File: src/rtl/fft_pkg.sv
// Shared types and constants for the FFT stage sequencer and its address generator.
package fft_pkg;

  localparam int MAX_LOG2N = 10;
  localparam int MIN_LOG2N = 3;
  localparam int LW        = $clog2(MAX_LOG2N + 1);
  localparam int JW        = MAX_LOG2N - 1;

  typedef enum logic [2:0] {IDLE, ISSUE, DRAIN, RDOUT, DONE} seq_state_t;

  typedef struct packed {
    logic [MAX_LOG2N-1:0] addr_a;
    logic [MAX_LOG2N-1:0] addr_b;
    logic [JW-1:0]        tw_idx;
    logic [LW-1:0]        stage;
    logic                 inverse;
    logic                 last;
  } bf_cmd_t;

  // Reverses the low l bits of v; bits at or above l come out as zero.
  function automatic logic [MAX_LOG2N-1:0] bit_rev(input logic [MAX_LOG2N-1:0] v,
                                                   input logic [LW-1:0] l);
    logic [MAX_LOG2N-1:0] r;
    r = '0;
    for (int i = 0; i < MAX_LOG2N; i++)
      if (i < int'(l)) r[int'(l) - 1 - i] = v[i];
    return r;
  endfunction

endpackage

File: src/rtl/fft_addr_gen.sv
// Combinational radix-2 DIT butterfly address / twiddle generator for butterfly j of stage s.
module fft_addr_gen
  import fft_pkg::*;
(
  input  logic [LW-1:0] stage,
  input  logic [JW-1:0] j,
  input  logic          inverse,
  input  logic          last,
  output bf_cmd_t       cmd
);

  logic [MAX_LOG2N-1:0] span;
  logic [MAX_LOG2N-1:0] pos;
  logic [MAX_LOG2N-1:0] grp;
  logic [MAX_LOG2N-1:0] addr_a;

  // Twiddles are normalised to the N_max/2 table, so deeper stages use a smaller stride.
  always_comb begin
    span        = MAX_LOG2N'(1) << stage;
    pos         = {1'b0, j} & (span - MAX_LOG2N'(1));
    grp         = {1'b0, j} >> stage;
    addr_a      = (grp << (stage + LW'(1))) | pos;
    cmd.addr_a  = addr_a;
    cmd.addr_b  = addr_a | span;
    cmd.tw_idx  = pos[JW-1:0] << (JW - int'(stage));
    cmd.stage   = stage;
    cmd.inverse = inverse;
    cmd.last    = last;
  end

endmodule

File: src/rtl/fft_stage_sequencer.sv
// Frame sequencer for the in-place radix-2 DIT butterfly engine, with drain gaps between stages.
// Define FFT_SEQ_BITREV_EN to add the bit-reversed readout phase after the last stage.
module fft_stage_sequencer
  import fft_pkg::*;
#(
  parameter int PIPE_DEPTH = 4
) (
  input  logic                 clk,
  input  logic                 rst,
  input  logic [LW-1:0]        cfg_log2n,
  input  logic                 cfg_inverse,
  input  logic                 start,
  input  logic                 abort,
  output logic                 busy,
  output logic                 done,
  output logic                 err,
  output logic                 bf_valid,
  input  logic                 bf_ready,
  output logic [MAX_LOG2N-1:0] bf_addr_a,
  output logic [MAX_LOG2N-1:0] bf_addr_b,
  output logic [JW-1:0]        bf_tw_idx,
  output logic [LW-1:0]        bf_stage,
  output logic                 bf_inverse,
  output logic                 bf_last_in_stage,
  output logic                 rd_valid,
  input  logic                 rd_ready,
  output logic [MAX_LOG2N-1:0] rd_addr,
  output logic                 rd_last
);

  localparam int DW = (PIPE_DEPTH > 1) ? $clog2(PIPE_DEPTH) : 1;

  seq_state_t     state_q, state_d, after_stage;
  logic [LW-1:0]  log2n_q, s_q;
  logic [JW-1:0]  j_q;
  logic [DW-1:0]  drain_q;
  logic           inv_q, err_q;
  logic           cfg_ok, start_ok, bf_hs, j_last, s_last, drain_end, stage_end;
  bf_cmd_t        cmd;

  assign cfg_ok    = (cfg_log2n >= LW'(MIN_LOG2N)) && (cfg_log2n <= LW'(MAX_LOG2N));
  assign start_ok  = (state_q == IDLE) && start;
  assign bf_hs     = (state_q == ISSUE) && bf_ready;
  assign j_last    = (j_q == JW'((32'd1 << (log2n_q - LW'(1))) - 32'd1));
  assign s_last    = (s_q == log2n_q - LW'(1));
  assign drain_end = (state_q == DRAIN) && (drain_q == DW'(PIPE_DEPTH - 1));
  assign stage_end = (PIPE_DEPTH == 0) ? (bf_hs && j_last) : drain_end;

`ifdef FFT_SEQ_BITREV_EN
  localparam seq_state_t FINAL_ST = RDOUT;
  logic [MAX_LOG2N-1:0] k_q;
  logic                 rd_hs, k_last;

  assign rd_hs  = (state_q == RDOUT) && rd_ready;
  assign k_last = (k_q == MAX_LOG2N'((32'd1 << log2n_q) - 32'd1));

  always_ff @(posedge clk) begin
    if (rst || abort)  k_q <= '0;
    else if (start_ok) k_q <= '0;
    else if (rd_hs)    k_q <= k_q + MAX_LOG2N'(1);
  end

  assign rd_valid = (state_q == RDOUT);
  assign rd_addr  = rd_valid ? bit_rev(k_q, log2n_q) : '0;
  assign rd_last  = rd_valid && k_last;
`else
  localparam seq_state_t FINAL_ST = DONE;
  logic unused_rd_ready;

  assign unused_rd_ready = rd_ready;
  assign rd_valid        = 1'b0;
  assign rd_addr         = '0;
  assign rd_last         = 1'b0;
`endif

  always_comb begin
    after_stage = s_last ? FINAL_ST : ISSUE;
    state_d     = state_q;
    case (state_q)
      IDLE:  if (start && cfg_ok) state_d = ISSUE;
      ISSUE: if (bf_hs && j_last) state_d = (PIPE_DEPTH == 0) ? after_stage : DRAIN;
      DRAIN: if (drain_end) state_d = after_stage;
`ifdef FFT_SEQ_BITREV_EN
      RDOUT: if (rd_hs && k_last) state_d = DONE;
`else
      RDOUT: state_d = IDLE;
`endif
      DONE:  state_d = IDLE;
      default: state_d = IDLE;
    endcase
  end

  // Abort shares the reset path so it wins over a same-cycle final handshake.
  always_ff @(posedge clk) begin
    if (rst || abort) begin
      state_q <= IDLE;
      log2n_q <= '0;
      inv_q   <= 1'b0;
      s_q     <= '0;
      j_q     <= '0;
      drain_q <= '0;
      err_q   <= 1'b0;
    end else begin
      state_q <= state_d;
      err_q   <= start_ok && !cfg_ok;
      if (start_ok && cfg_ok) begin
        log2n_q <= cfg_log2n;
        inv_q   <= cfg_inverse;
        s_q     <= '0;
        j_q     <= '0;
        drain_q <= '0;
      end
      if (bf_hs) j_q <= j_last ? '0 : j_q + JW'(1);
      if (state_q == DRAIN) drain_q <= drain_end ? '0 : drain_q + DW'(1);
      if (stage_end && !s_last) s_q <= s_q + LW'(1);
    end
  end

  fft_addr_gen u_addr_gen (
    .stage   (s_q),
    .j       (j_q),
    .inverse (inv_q),
    .last    (j_last),
    .cmd     (cmd)
  );

  assign busy             = (state_q != IDLE);
  assign done             = (state_q == DONE);
  assign err              = err_q;
  assign bf_valid         = (state_q == ISSUE);
  assign bf_addr_a        = bf_valid ? cmd.addr_a : '0;
  assign bf_addr_b        = bf_valid ? cmd.addr_b : '0;
  assign bf_tw_idx        = bf_valid ? cmd.tw_idx : '0;
  assign bf_stage         = bf_valid ? cmd.stage : '0;
  assign bf_inverse       = bf_valid && cmd.inverse;
  assign bf_last_in_stage = bf_valid && cmd.last;

endmodule

File: config.mk
export PLATFORM = sky130hd
export DESIGN_NAME = fft_stage_sequencer
export DESIGN_NICKNAME = d
export VERILOG_FILES = /design/src/rtl/fft_pkg.sv /design/src/rtl/fft_addr_gen.sv /design/src/rtl/fft_stage_sequencer.sv
export SDC_FILE = /design/constraint.sdc
export NUM_CORES = 1
export LEC_CHECK = 0
export CORE_ASPECT_RATIO = 1.5
export CORE_UTILIZATION = 50
export DETAILED_ROUTE_END_ITERATION = 10
export GPL_TIMING_DRIVEN = 1
export PLACE_DENSITY = 0.76
export SYNTH_ARGS = -nofsm -noshare
export SYNTH_HDL_FRONTEND = slang
export SYNTH_SLANG_ARGS = --single-unit
File: constraint.sdc
create_clock -name clk -period 5.3 [get_ports clk]
set_clock_uncertainty 0.1 [all_clocks]
set_input_delay 0.53 -clock clk [delete_from_list [all_inputs] [get_ports clk]]
set_output_delay 0.53 -clock clk [all_outputs]
set_load 0.03 [all_outputs]
==> flow_metrics.tcl <==
set metrics [dict create \
    gr-total-overflow 0 \
    post-synth-top-area-cell "dfxtp_1" \
    p_leak_nw 1.42 \
    cts_root_buffer "clkbuf_8" \
    rsz0062_at_grt "false" \
    cts_buffers 3 \
    synth-main-ff-cell "dfxtp_1" \
    drive_gt1_share_pct 7.93 \
    hold_viol 0 \
    place_area_um2 4060 \
    startpoint_type "flip-flop" \
    dieArea_um2 7630 \
    grt_antenna_before_repair 0 \
    insertedDiodeCount 0 \
    grt_pass1_wl_mm 17.1 \
    avgSynthCellArea_um2 6.93 \
    fin_setup_tns_ns 0 \
    drtIter0Drc 228 \
    rows 37 \
    min_period_ns 4.98 \
    worstPathMaxFanout 11 \
    cts_setup_buffers 0 \
    netlist_top_cells_area "dfxtp_1, ha_1, nand2_1, o21ai_0, nor2_1" \
    critical_path_class "flip-flop to output port" \
    drc 0 \
    yosysTopAreaCellShare_pct 13.2 \
    clock_latency_ns 0.28 \
    slew_violations 0 \
    clock_sinks 24 \
    timing.hold.ws_ns 0.378 \
    ant_nets 0 \
    dp.cells 616 \
    synthAdderAreaFrac_pct 5.85 \
    period_share_pct 94.0 \
    yosys.cell_count.top_type "nand2_1" \
    cp.arrival_ns 4.35 \
    avgRoutedWirePerCell_um 17.0 \
    grt_pass1_vias 3578 \
    synth_edf_count 0 \
    setup_slack_ns 0.317 \
    end_kind "output port" \
    setup_viol 0 \
    ys_seq_elements 24 \
    gr-usage-all-layers_pct 27.7 \
    status "finished, final reports clean" \
    design.core.area_um2 6940 \
    worst-endpoint-required_ns 4.67 \
    async_flop_share_pct 0 \
    utilization_pct 59.5 \
    hold_buffers 0 \
    syn_area_um2 3640 \
    max_slew_margin_pct 55.0 \
    fillers 680 \
    stdcell_count 620 \
    min_path_type "flip-flop to flip-flop" \
    htreeDepth 1 \
    muxShareOfSynthArea_pct 7.74 \
    ys_seq_area_share_pct 13.2 \
    synth.yosys.warnings 0 \
    worstMarginPinSlew_ns 0.671 \
    timing.fmax_ghz 0.201 \
    power_density_nw_per_um2 105 \
    routed_wirelength_mm 10.6 \
    drv_cap 0 \
    gp_congestion 0.943 \
    dr.pass1.iters 5 \
    synth_xor_area_share_pct 4.33 \
    synth_top_family_by_area "compound AO/OA/AOI/OAI gates" \
    synth_cell_type_count 73 \
    routed-via-count 3967 \
    io_pins 62 \
    synth_common_cells "nand2_1, nor2_1, clkbuf_1, o21ai_0, a21oi_1" \
    initial_core_util_pct 52.4 \
    final_area_um2 4130 \
    cts_tree "built" \
    synth_compound_area_share_pct 30.1 \
    synthCells 525 \
    path_clk_slew_ns 0.09 \
    vias_per_cell 6.40 \
    port_buffers 48 \
    vdd_drop_max_mv 0.0849 \
    syn2layout_area_growth_pct 13.5 \
    grt_max_degree 39 \
    yosys.area_share.simple_pct 29.2 \
    cts_buffer_depth 2 \
    preCtsSetupSlack_ns 0.409 \
    hpwl_mm 8.01 \
    die_y_um 106 \
    p_total_uw 436 \
    fin_nets 571 \
    die_w_um 71.7 \
]
-- area by class of cell --
cell class	count	area (µm²)	area share, %
sequential	24	482	11.7
multi-input combinational	437	2850	69.1
inverter	19	71.3	1.73
clock buffer	3	41.3	0.999
tap	78	97.6	2.36
timing repair buffer	58	556	13.4
clock inverter	1	30.0	0.727
-- worst max-delay path, cell delays in order (launching register included) --
cell and delay (ns):
dfxtp_2 0.46, inv_1 0.12, ha_1 0.32, nor2_1 0.22
a21oi_1 0.17, o21ai_1 0.26, nand2_1 0.10, ha_1 0.30
nor3b_1 0.18, mux2_2 0.29, o21a_1 0.20, o211ai_1 0.14
nor3b_1 0.19, and4b_1 0.23, and3_1 0.17, clkdlybuf4s50_1 0.71
-- report_power, final --
| part | switching [mW] | total, mW | internal, mW |
|---|---|---|---|
| Clock | 0.0671 | 0.168 | 0.101 |
| Sequential | 0.00240 | 0.184 | 0.182 |
| Combinational | 0.0534 | 0.0829 | 0.0294 |
-- routing by layer --
metal	up-vias	part of all wire [%]	track usage (%)
met1	1845	39	31.3
met4	0	4.3	13.6
met3	34	3.7	1.71
met2	150	53	51.4
met5	-	0	0
li1	1938	-	-
-- logic make-up after synthesis --
kind of cell	Yosys count
and+or+nand+nor	210
DFF	24
adders and majority gates	17
muxes	20
other	1
xor gates and xnor gates	18
buffers and inverters	75
AOI/OAI and AO/OA	160
-- registers in the layout (all words and copies together) (netlist names) --
signal   flops
drain_q      2
err          1
inv_q        1
j_q          9
log2n_q      4
s_q          4
state_q      3
-- final timing paths --
kind	startpoint	to	slack, ns	depth (start not counted)
worst max register to register	log2n_q[1]	j_q[2]	1.29	16
worst min-delay path	drain_q[1]	drain_q[1]	0.38	2
worst min register to register	drain_q[1]	drain_q[1]	0.38	2
worst max-delay path	log2n_q[1]	bf_last_in_stage	0.32	15
-- cell usage in the layout, fill, tap and decap left out, drive strengths merged, types with 6 or more instances in the layout --
| cell type | netlist | layout |
|---|---|---|
| nand2 | 49 | 49 |
| clkdlybuf4s50 | 0 | 48 |
| nor2 | 46 | 46 |
| o21ai | 36 | 36 |
| a21oi | 34 | 34 |
| nor3 | 25 | 25 |
| nand3 | 24 | 24 |
| dfxtp | 24 | 24 |
| inv | 19 | 19 |
| ha | 17 | 17 |
| xnor2 | 15 | 15 |
| a31oi | 13 | 13 |
| conb | 1 | 12 |
| nor3b | 11 | 11 |
| buf | 21 | 10 |
| a211oi | 10 | 10 |
| mux2i | 9 | 9 |
| or3 | 8 | 8 |
| o211ai | 8 | 8 |
| nor2b | 7 | 7 |
| or2 | 6 | 6 |
| and2 | 6 | 6 |
| and3 | 6 | 6 |
| a21o | 6 | 6 |
| mux4 | 6 | 6 |
| nand2b | 6 | 6 |
| o21a | 6 | 6 |
-- what timing repair did --
item | in CTS | in global routing
gates resized for setup | 0 | 2
setup endpoints to repair | 0 | 1
hold endpoints to repair | 0 | 0
Power figures use the tool's default switching activity.
